File: config.mk
export PLATFORM = sky130hd
export DESIGN_NAME = s420_stim_sequencer_flat
export DESIGN_NICKNAME = d
export VERILOG_FILES = /design/src/rtl/s420_stim_sequencer_if.sv /design/src/rtl/s420_stim_sequencer.sv /design/src/flat_wrapper.sv
export SDC_FILE = /design/constraint.sdc
export NUM_CORES = 1
export LEC_CHECK = 0
export CORE_ASPECT_RATIO = 0.9
export CORE_MARGIN = 2
export CORE_UTILIZATION = 53
export DETAILED_ROUTE_END_ITERATION = 7
export PLACE_DENSITY = 0.77
export SYNTH_ARGS = -nofsm -noshare
export SYNTH_HDL_FRONTEND = slang
export SYNTH_SLANG_ARGS = --single-unit
File: constraint.sdc
create_clock -name CK -period 3.4 [get_ports CK]
set_clock_uncertainty 0.2 [all_clocks]
set_input_delay 0.51 -clock CK [delete_from_list [all_inputs] [get_ports CK]]
set_output_delay 0.51 -clock CK [all_outputs]
set_load 0.03 [all_outputs]
File: src/rtl/s420_stim_sequencer_if.sv
// rtl/s420_stim_sequencer_if.sv - configuration slice valid/ready interface for s420_stim_sequencer
interface s420_stim_sequencer_if #(
  parameter int SLICE_W = 4
);
  logic               cfg_valid;
  logic               cfg_ready;
  logic [SLICE_W-1:0] cfg_data;

  modport master (output cfg_valid, output cfg_data, input cfg_ready);
  modport slave  (input cfg_valid, input cfg_data, output cfg_ready);
endinterface

File: src/rtl/s420_stim_sequencer.sv
// rtl/s420_stim_sequencer.sv - loads compare vector, drives count enable, accumulates matches
module s420_stim_sequencer #(
  parameter int C_W     = 17,
  parameter int SLICE_W = 4,
  parameter int RUN_W   = 16,
  parameter int HIT_W   = 8
) (
  input  logic                 CK,
  input  logic                 RST,
  s420_stim_sequencer_if.slave cfg,
  input  logic [RUN_W-1:0]     run_len,
  input  logic                 start,
  input  logic                 stop,
  input  logic                 Z_in,
  output logic                 P_0,
  output logic [C_W-1:0]       C,
  output logic                 busy,
  output logic                 done,
  output logic                 hit,
  output logic [HIT_W-1:0]     hit_count
);

  localparam int NSLICE = (C_W + SLICE_W - 1) / SLICE_W;
  localparam int SH_W   = NSLICE * SLICE_W;
  localparam int IDX_W  = (NSLICE > 1) ? $clog2(NSLICE) : 1;

  typedef enum logic [2:0] {IDLE, LOAD, ARMED, RUN, DONE} state_t;

  state_t            state, state_nx;
  logic [SH_W-1:0]   shadow, shadow_nx, base;
  logic [IDX_W-1:0]  idx, idx_nx, cur;
  logic [RUN_W-1:0]  cnt, cnt_nx;
  logic              beat, commit, start_ok;
  int                bit_pos;

  // Next-state, shadow assembly and handshake decode; start beats a concurrent beat in ARMED
  always_comb begin
    state_nx      = state;
    shadow_nx     = shadow;
    idx_nx        = idx;
    cnt_nx        = cnt;
    commit        = 1'b0;
    start_ok      = 1'b0;
    beat          = 1'b0;
    cfg.cfg_ready = 1'b0;
    base          = shadow;
    cur           = idx;
    bit_pos       = 0;

    case (state)
      IDLE, LOAD: cfg.cfg_ready = 1'b1;
      ARMED: begin
        cfg.cfg_ready = !start;
        start_ok      = start;
      end
      default: cfg.cfg_ready = 1'b0;
    endcase

    beat = cfg.cfg_valid && cfg.cfg_ready;

    if (beat) begin
      // a beat arriving outside LOAD opens a fresh vector
      if (state != LOAD) begin
        base = '0;
        cur  = '0;
      end
      bit_pos = int'(cur) * SLICE_W;
      base[bit_pos +: SLICE_W] = cfg.cfg_data;
      shadow_nx = base;
      if (cur == IDX_W'(NSLICE - 1)) begin
        commit   = 1'b1;
        idx_nx   = '0;
        state_nx = ARMED;
      end else begin
        idx_nx   = cur + 1'b1;
        state_nx = LOAD;
      end
    end

    if (start_ok) begin
      cnt_nx   = run_len;
      state_nx = (run_len != '0) ? RUN : DONE;
    end

    if (state == RUN) begin
      cnt_nx = cnt - 1'b1;
      if (stop || cnt == RUN_W'(1)) state_nx = DONE;
    end

    if (state == DONE) state_nx = ARMED;
  end

  // State, shadow and run counter registers; C only moves on a completed load
  always_ff @(posedge CK) begin
    if (RST) begin
      state  <= IDLE;
      shadow <= '0;
      idx    <= '0;
      cnt    <= '0;
      C      <= '0;
    end else begin
      state  <= state_nx;
      shadow <= shadow_nx;
      idx    <= idx_nx;
      cnt    <= cnt_nx;
      if (commit) C <= shadow_nx[C_W-1:0];
    end
  end

  // Registered run outputs decoded from the upcoming state
  always_ff @(posedge CK) begin
    if (RST) begin
      P_0  <= 1'b0;
      busy <= 1'b0;
      done <= 1'b0;
    end else begin
      P_0  <= (state_nx == RUN);
      busy <= (state_nx == RUN);
      done <= (state_nx == DONE);
    end
  end

  // Match accumulation, cleared when a new run is accepted, saturating count
  always_ff @(posedge CK) begin
    if (RST) begin
      hit       <= 1'b0;
      hit_count <= '0;
    end else if (start_ok) begin
      hit       <= 1'b0;
      hit_count <= '0;
    end else if (P_0 && Z_in) begin
      hit <= 1'b1;
      if (hit_count != '1) hit_count <= hit_count + 1'b1;
    end
  end

endmodule

File: src/flat_wrapper.sv
// flat-port wrapper written by rule: the top's interface ports become plain ports
module s420_stim_sequencer_flat 
#(
  parameter int C_W     = 17,
  parameter int SLICE_W = 4,
  parameter int RUN_W   = 16,
  parameter int HIT_W   = 8
)
  (CK, RST, run_len, start, stop, Z_in, P_0, C, busy, done, hit, hit_count, cfg_cfg_valid, cfg_cfg_data, cfg_cfg_ready);
  s420_stim_sequencer_if #(.SLICE_W(SLICE_W)) cfg_i ();
  input  logic CK;
  input  logic RST;
  input  logic [RUN_W-1:0] run_len;
  input  logic start;
  input  logic stop;
  input  logic Z_in;
  output logic P_0;
  output logic [C_W-1:0] C;
  output logic busy;
  output logic done;
  output logic hit;
  output logic [HIT_W-1:0] hit_count;
  input wire logic [$bits(cfg_i.cfg_valid)-1:0] cfg_cfg_valid;
  input wire logic [$bits(cfg_i.cfg_data)-1:0] cfg_cfg_data;
  output wire logic [$bits(cfg_i.cfg_ready)-1:0] cfg_cfg_ready;
  assign cfg_i.cfg_valid = cfg_cfg_valid;
  assign cfg_i.cfg_data = cfg_cfg_data;
  assign cfg_cfg_ready = cfg_i.cfg_ready;
  s420_stim_sequencer #(.C_W(C_W), .SLICE_W(SLICE_W), .RUN_W(RUN_W), .HIT_W(HIT_W)) u_core (.CK(CK), .RST(RST), .cfg(cfg_i), .run_len(run_len), .start(start), .stop(stop), .Z_in(Z_in), .P_0(P_0), .C(C), .busy(busy), .done(done), .hit(hit), .hit_count(hit_count));
endmodule
-- Word level (Yosys, flattened, before mapping)
Index checks and enable logic that the tools add are counted.
- register bits: 70
- input bits: 26
- $add $sub $neg: 4
- equality and inequality tests: 10
- shifts and indexed selects: 2
- mux-type cells: 20
- reductions and logical operators: 10
- operator list (kind ; count):
    20-bit 2-to-1 mux ; 2
    5-bit negator with 33-bit output ; 1
    4-bit by 33-bit variable shift with 20-bit output (first input constant) ; 1
    4-bit by 33-bit variable part select with 20-bit output ; 1
    16-bit 2-to-1 mux ; 2
    3-bit 2-to-1 mux ; 9
    20-bit bitwise mux ; 1
    17-bit 2-to-1 mux ; 1
    16-bit by 1-bit equality test with 1-bit output (second input constant) ; 1
    16-bit nonzero test ; 1
    16-bit by 1-bit subtractor with 16-bit output (second input constant) ; 1
    3-bit by 2-bit equality test with 1-bit output (second input constant) ; 3
    3-bit equality test (second input constant) ; 3
    8-bit by 1-bit adder with 8-bit output (second input constant) ; 1
    8-bit != test (second input constant) ; 1
    2-bit OR reduction ; 2
    3-bit by 1-bit adder with 3-bit output (second input constant) ; 1
    3-bit by 1-bit equality test with 1-bit output (second input constant) ; 1
    3-bit logical NOT ; 1
    1-bit 2-to-1 mux ; 3
    3-bit by 1-bit != test with 1-bit output (second input constant) ; 1
    1-bit logical AND ; 2
    2-bit 2-to-1 mux ; 1
    1-bit one-hot mux with 2 select lines ; 1
    other kinds (4) ; 4

-- Logic depth before layout (Yosys ltp)
- depth in word-level cells: 13
- mapped depth: 8
- depth with buffers taken out: 8

-- Least setup slack after synthesis
No wires, ideal clock.
- path type: reg2reg
- start point: register u_core.state[2]
- end point: register u_core.shadow[16]
- library setup time: 0.070 ns
- arrival: 2.412 ns
- path slack: 0.718 ns
- stages on the path, launching flop included: 9
- buffers on the path: 0
- clock period less this slack: 2.682 ns
- cell sequence: dfxtp_1 > nor3b_2 > nand2_1 > ha_1 > ha_1 > o31ai_1 > a2111oi_2 > mux2_2 > a21oi_1
- cells in the longest elaborated chain, start to end: 7
- elaborated cells between the ends (all ways): 16
- RTL lines (item ; RTL line ; RTL):
    start, declared ; s420_stim_sequencer.sv:29 ; state_t state, state_nx;
    start signal, assigned ; s420_stim_sequencer.sv:102 ; state <= state_nx;
    3-bit by 1-bit != test with 1-bit output ; s420_stim_sequencer.sv:63 ; if (state != LOAD) begin
    3-bit 2-to-1 mux ; s420_stim_sequencer.sv:63 ;
    3-bit 2-to-1 mux ; s420_stim_sequencer.sv:61 ; if (beat) begin
    5-bit negator with 33-bit output ; s420_stim_sequencer.sv:68 ; base[bit_pos +: SLICE_W] = cfg.cfg_data;
    4-bit by 33-bit variable part select with 20-bit output / 4-bit by 33-bit variable shift with 20-bit output (equally long branches) ; s420_stim_sequencer.sv:68 ;
    20-bit bitwise mux ; s420_stim_sequencer.sv:68 ;
    17-bit 2-to-1 mux (*) ; s420_stim_sequencer.sv:61 ;
    end signal, assigned ; s420_stim_sequencer.sv:103 ; shadow <= shadow_nx;
    end, declared ; s420_stim_sequencer.sv:30 ; logic [SH_W-1:0] shadow, shadow_nx, base;
Every way passes the cells marked *; elsewhere a longest branch is shown, timed or not. The select of a mux whose other input is x is not followed.
A chain may end at the register's enable or synchronous reset.

-- Worst setup path after layout
- start point: register u_core.state[2]
- end point: register u_core.C[9]
- cells in the longest elaborated chain, start to end: 7
- elaborated cells between the ends (all ways): 19
- RTL lines (item ; RTL line ; RTL):
    3-bit by 1-bit != test with 1-bit output ; s420_stim_sequencer.sv:63 ;
    3-bit 2-to-1 mux ; s420_stim_sequencer.sv:63 ;
    3-bit 2-to-1 mux ; s420_stim_sequencer.sv:61 ;
    5-bit negator with 33-bit output ; s420_stim_sequencer.sv:68 ;
    4-bit by 33-bit variable part select with 20-bit output / 4-bit by 33-bit variable shift with 20-bit output (equally long branches) ; s420_stim_sequencer.sv:68 ;
    20-bit bitwise mux ; s420_stim_sequencer.sv:68 ;
    17-bit 2-to-1 mux ; s420_stim_sequencer.sv:61 ;
    end signal, assigned ; s420_stim_sequencer.sv:106 ; if (commit) C <= shadow_nx[C_W-1:0];
    end, declared ; s420_stim_sequencer.sv:16 ; output logic [C_W-1:0] C,
Parallel ways exist; a longest one is shown, timed or not. The select of a mux whose other input is x is not followed.

==> qor_table.md <==
| Group | Item | Value |
|:---|:---|:---|
| logic synthesis | Synthesized Nets | 427 |
| floorplanning | Starting utilization of the core area | 54.70% |
| setup path | Worst reg2reg setup slack | 0.50 ns |
| setup path | Critical register-to-register path endpoint | u_core.C[9]$_SDFFE_PP0P_ |
| setup path | Delay contributed by the slowest stage of the critical path | 0.44 ns |
| setup path | Top cell by count, worst path | sky130_fd_sc_hd__ha_1 |
| power and ir drop | Internal portion of total power | 1.333 mW |
| logic synthesis | Synth Cell Area | 3344 um2 |
| grt | First-pass GRT wire length | 13.54 mm |
| timing | Final min period | 2.901 ns |
| min path | Endpoint with the worst hold slack | u_core.C[1]$_SDFFE_PP0P_ |
| clocking | Buffer type at the clock tree root | sky130_fd_sc_hd__clkbuf_8 |
| clocking | Number of levels in the clock H-tree | 3 |
| final layout | Area growth, synth to finish | 25.59% |
| min path | Hold path cells | 2 |
| drt | Initial DRT Pass Iterations | 4 |
| setup path | Worst reg2reg path startpoint | u_core.state[2]$_SDFF_PP0_ |
| floorplanning | Chip width | 87.74 um |
| floorplanning | CORE AREA | 6115 um2 |
| floorplanning | Die Y-Extent | 79.36 um |
| placed design | Count of buffers inserted at the top-level ports | 55 |
| timing | RSZ-0062 raised after global routing | false |
| logic synthesis | Most used flip-flop cell after synthesis | sky130_fd_sc_hd__dfxtp_1 |
| clocking | Clk_lat worst skew | 0.36 ns |
| power and ir drop | Maximum VDD drop | 0.3038 mV |
| logic synthesis | Number of flops mapped to enable cells by yosys | 0 |
| timing | Final count of negative-setup-slack endpoints | 0 |
| final layout | Register cell area after layout | 1341 um2 |
| drt | Final wirelength | 8.224 mm |
| clocking | Clock tree from TritonCTS | yes |
| drt | Residual DRC count | 0 |
| setup path | Beginning of the critical path | u_core.state[2]$_SDFF_PP0_ |
| clocking | Number of clock buffers inserted by TritonCTS | 9 |
| timing | Peak Freq | 0.3447 GHz |
| drt | Number of design-rule violations left by the first detailed-router iteration | 381 |
| logic synthesis | Synthesis-stage register bit count | 67 |
| logic synthesis | Synth top area share | 40.10% |
| setup path | Sort of element at the start of the critical path | register |
| logic synthesis | Mean post-synth cell area | 8.532 um2 |
| drt | Final antenna-violating net count | 0 |
| final layout | Count of inserted antenna diode cells | 0 |
| logic synthesis | Synthesized instance count | 392 |
| setup path | Required time at the worst-slack endpoint | 3.40 ns |
| power and ir drop | Power share of the combinational group | 6.9% |
| logic synthesis | Area share of fa/ha/maj cells after synthesis | 3.367% |
| grt | Maximum number of pins on one net before global-route repair | 60 |
| clocking | Number of instances resized during post-cts repair | 0 |
| drt | Per-cell via count in the routed design | 6.047 |
| power and ir drop | Switching power as a share of total power | 23.29% |
| logic synthesis | Simple-gate share of the synthesized area | 27.42% |
| logic synthesis | Leading post-synthesis cells by cell area | sky130_fd_sc_hd__dfxtp_1, sky130_fd_sc_hd__nor2_1, sky130_fd_sc_hd__nand2_1 |
| placed design | Global placer's final weighted congestion | 0.9010 |
| power and ir drop | Leakage component of the power | 1.406 nW |
| logic synthesis | Synthesis warning total | 0 |
| timing | Hold violation count in the final report | 0 |
| final layout | Highest-count cells in the layout ignoring fill and taps | sky130_fd_sc_hd__dfxtp_1, sky130_fd_sc_hd__clkdlybuf4s50_1, sky130_fd_sc_hd__nor2_1 |
| timing | Total count of max-transition violations in the final report | 0 |
| logic synthesis | Count of different cell masters after synthesis | 59 |
| setup path | Setup crit end kind | register |
| grt | Total track usage | 24.73% |
| job | Max_cap viols | 0 |
| final layout | Number of filler instances in the final layout | 501 |
| logic synthesis | Multiplexer share of the synthesized area | 1.609% |
| min path | Launch instance of the worst min-delay path | u_core.C[1]$_SDFFE_PP0P_ |
| final layout | Share of layout cells above drive strength 1 | 9.131% |
| grt | Total congestion overflow after global routing | 0 |
| timing | Max-slew headroom at the worst pin | 30.33% |
| floorplanning | Rows | 27 |
| grt | Vias in the first global route | 2843 |
| floorplanning | Number of I/O pins | 56 |
| floorplanning | Die area | 6963 um2 |
| setup path | Arrival time worst endpoint | 2.90 ns |
| setup path | Series of cell instances along the critical path | nor3b_2 > nand2_1 > ha_1 > ha_1 > o311ai_0 > a211o_1 > a21oi_1 > a211oi_1 |
| drt | Wire length per cell | 15.34 um |
| power and ir drop | Sequential fraction of design power | 45.6% |
| power and ir drop | Overall power | 1.738 mW |
| power and ir drop | Power density over cell area | 413.8 nW/um2 |
| logic synthesis | Share of synthesized flip-flops with an asynchronous set or reset | 0% |
| placed design | Post-DP HPWL | 5.742 mm |
| placed design | Setup slack after placement | 0.5257 ns |
| logic synthesis | Fraction of synthesized cell area in xor and xnor cells | 1.309% |
| drt | Via count | 3241 |
| logic synthesis | Combinational family with the most area after synthesis | simple AND/OR/NAND/NOR gates |
| clocking | Hold_buf cts | 0 |
| power and ir drop | Switching power | 404.7 uW |
| clocking | Clock transition at the registers of the reported paths | 0.08 ns |
| grt | Antenna violations before repair | 0 |
| logic synthesis | Post-synthesis cell type with the largest combined area | sky130_fd_sc_hd__dfxtp_1 |
| logic synthesis | Post-synthesis compound-gate area fraction | 22.26% |
| setup path | R2r worst-path depth | 8 |
| logic synthesis | Sequential cell area fraction in the yosys report | 40.10% |
| min path | Worst hold-check path type | register to register |
| clocking | Maximum buffer depth of the clock tree | 2 |
| final layout | # nets final | 479 |
| clocking | Clk sinks | 67 |
| clocking | Post CTS Setup Buffer Count | 0 |
| timing | Final worst-path cycle share | 85.31% |
| outcome | Result of the run | completed |
| timing | Worst Setup Slack, final | 0.4993 ns |
| setup path | Type of the setup path with the least slack | register to register |
| final layout | Multi-input gate area | 1874 um2 |
| final layout | Most common library cell in the layout ignoring fill and taps | sky130_fd_sc_hd__dfxtp_1 |
| power and ir drop | Clk network pwr share | 47.5% |
| setup path | Biggest fanout along the worst timing path | 7 |
| setup path | Standard cell with the maximum stage delay on the critical path | sky130_fd_sc_hd__a211o_1 |
| timing | Slew at the pin closest to its max-slew limit | 1.045 ns |
| timing | Setup TNS Final | 0 ns |
synthesized netlist by cell type, types with 3 or more instances:
master                      instances
sky130_fd_sc_hd__a31oi_1            9
sky130_fd_sc_hd__ha_1               9
sky130_fd_sc_hd__and4_1             4
sky130_fd_sc_hd__nand2b_1           9
sky130_fd_sc_hd__inv_1              8
sky130_fd_sc_hd__a211oi_1          15
sky130_fd_sc_hd__dfxtp_1           67
sky130_fd_sc_hd__nand3_1           19
sky130_fd_sc_hd__nand4_1            4
sky130_fd_sc_hd__a21oi_1           23
sky130_fd_sc_hd__mux2_2             3
sky130_fd_sc_hd__and2_1             3
sky130_fd_sc_hd__nor2b_1            4
sky130_fd_sc_hd__nor4_1             8
sky130_fd_sc_hd__a2bb2oi_1          4
sky130_fd_sc_hd__nor2_1            46
sky130_fd_sc_hd__buf_2              4
sky130_fd_sc_hd__or3_1              6
sky130_fd_sc_hd__nor3_1            16
sky130_fd_sc_hd__clkbuf_1          14
sky130_fd_sc_hd__o211ai_1           9
sky130_fd_sc_hd__nand4bb_1          3
sky130_fd_sc_hd__o41ai_1            3
sky130_fd_sc_hd__nand2_1           32
sky130_fd_sc_hd__xnor2_1            3
sky130_fd_sc_hd__a2111oi_0          4
sky130_fd_sc_hd__o311ai_0           7
sky130_fd_sc_hd__a22oi_1            8
sky130_fd_sc_hd__o21ai_0            7
area by class of cell:
type | instances | share of cell area (%)
flip-flops and latches | 67 | 31.93
clock inverters | 7 | 2.949
clock buffers | 9 | 2.949
repair buffers | 62 | 14.24
multi-input cells | 296 | 44.62
well taps | 87 | 2.592
inverters | 8 | 0.7149
power groups by stage:
stage	Combinational, mW	Sequential, mW	Clock [mW]
final	0.119	0.793	0.826
after global routing	0.129	0.793	0.875
after CTS	0.117	0.792	0.837
after detailed placement	0.117	0.811	0
after global placement	0.117	0.811	0
after floorplan	0.0624	0.811	0
state kept, by name, summed over array words and instances, names as in the netlist:
register          flops
u_core.C             17
u_core.shadow        17
u_core.cnt           16
u_core.hit_count      8
u_core.idx            3
u_core.state          3
u_core.P_0            1
u_core.done           1
u_core.hit            1
critical path: cells and delay by family, from the launching register on:
family | cells | cell delay [ns]
flip-flops | 1 | 0.32
AND/OR/NAND/NOR | 2 | 0.46
AO/OA/AOI/OAI | 4 | 1.12
adder cells (fa/ha/maj) | 2 | 0.64
worst max path at each step:
stage	end	slack, ns	depth (start not counted)
final	u_core.C[9]$_SDFFE_PP0P_	0.50	8
after global routing	u_core.C[8]$_SDFFE_PP0P_	0.30	8
after CTS	cfg_cfg_ready	0.52	4
after detailed placement	u_core.C[3]$_SDFFE_PP0P_	0.53	5
after global placement	cfg_cfg_ready	0.54	4
after floorplan	u_core.shadow[16]$_SDFF_PP0_	0.72	8
cell families (layout without fill, tap and decap cells):
logic type | after synthesis | count (layout)
compound gates | 104 | 104
buf+inv | 29 | 86
simple gates | 173 | 173
flops | 67 | 67
mux | 5 | 5
xor+xnor | 5 | 5
fa+ha+maj | 9 | 9
stage by stage:
stage               utilization, %  instances  hold WS (ns)  area (um2)
floorplan                        -        392        0.2406        3344
global placement             64.64        520        0.2438        3953
detailed placement           64.64        520        0.2481        3953
CTS                          68.69        536        0.2588        4200
global route                 68.69        536        0.2850        4200
finish                       68.69        536        0.2540        4200
layer usage:
| metal | part of all wire, % | GRT usage [%] | vias up |
|---|---|---|---|
| li1 | - | - | 1590 |
| met1 | 49 | 35.57 | 1527 |
| met2 | 45 | 36.06 | 112 |
| met3 | 5.4 | 6.757 | 12 |
| met4 | 1.0 | 7.077 | 0 |
| met5 | 0 | 0 | - |
Note: power is estimated with default switching activity, not from simulation.
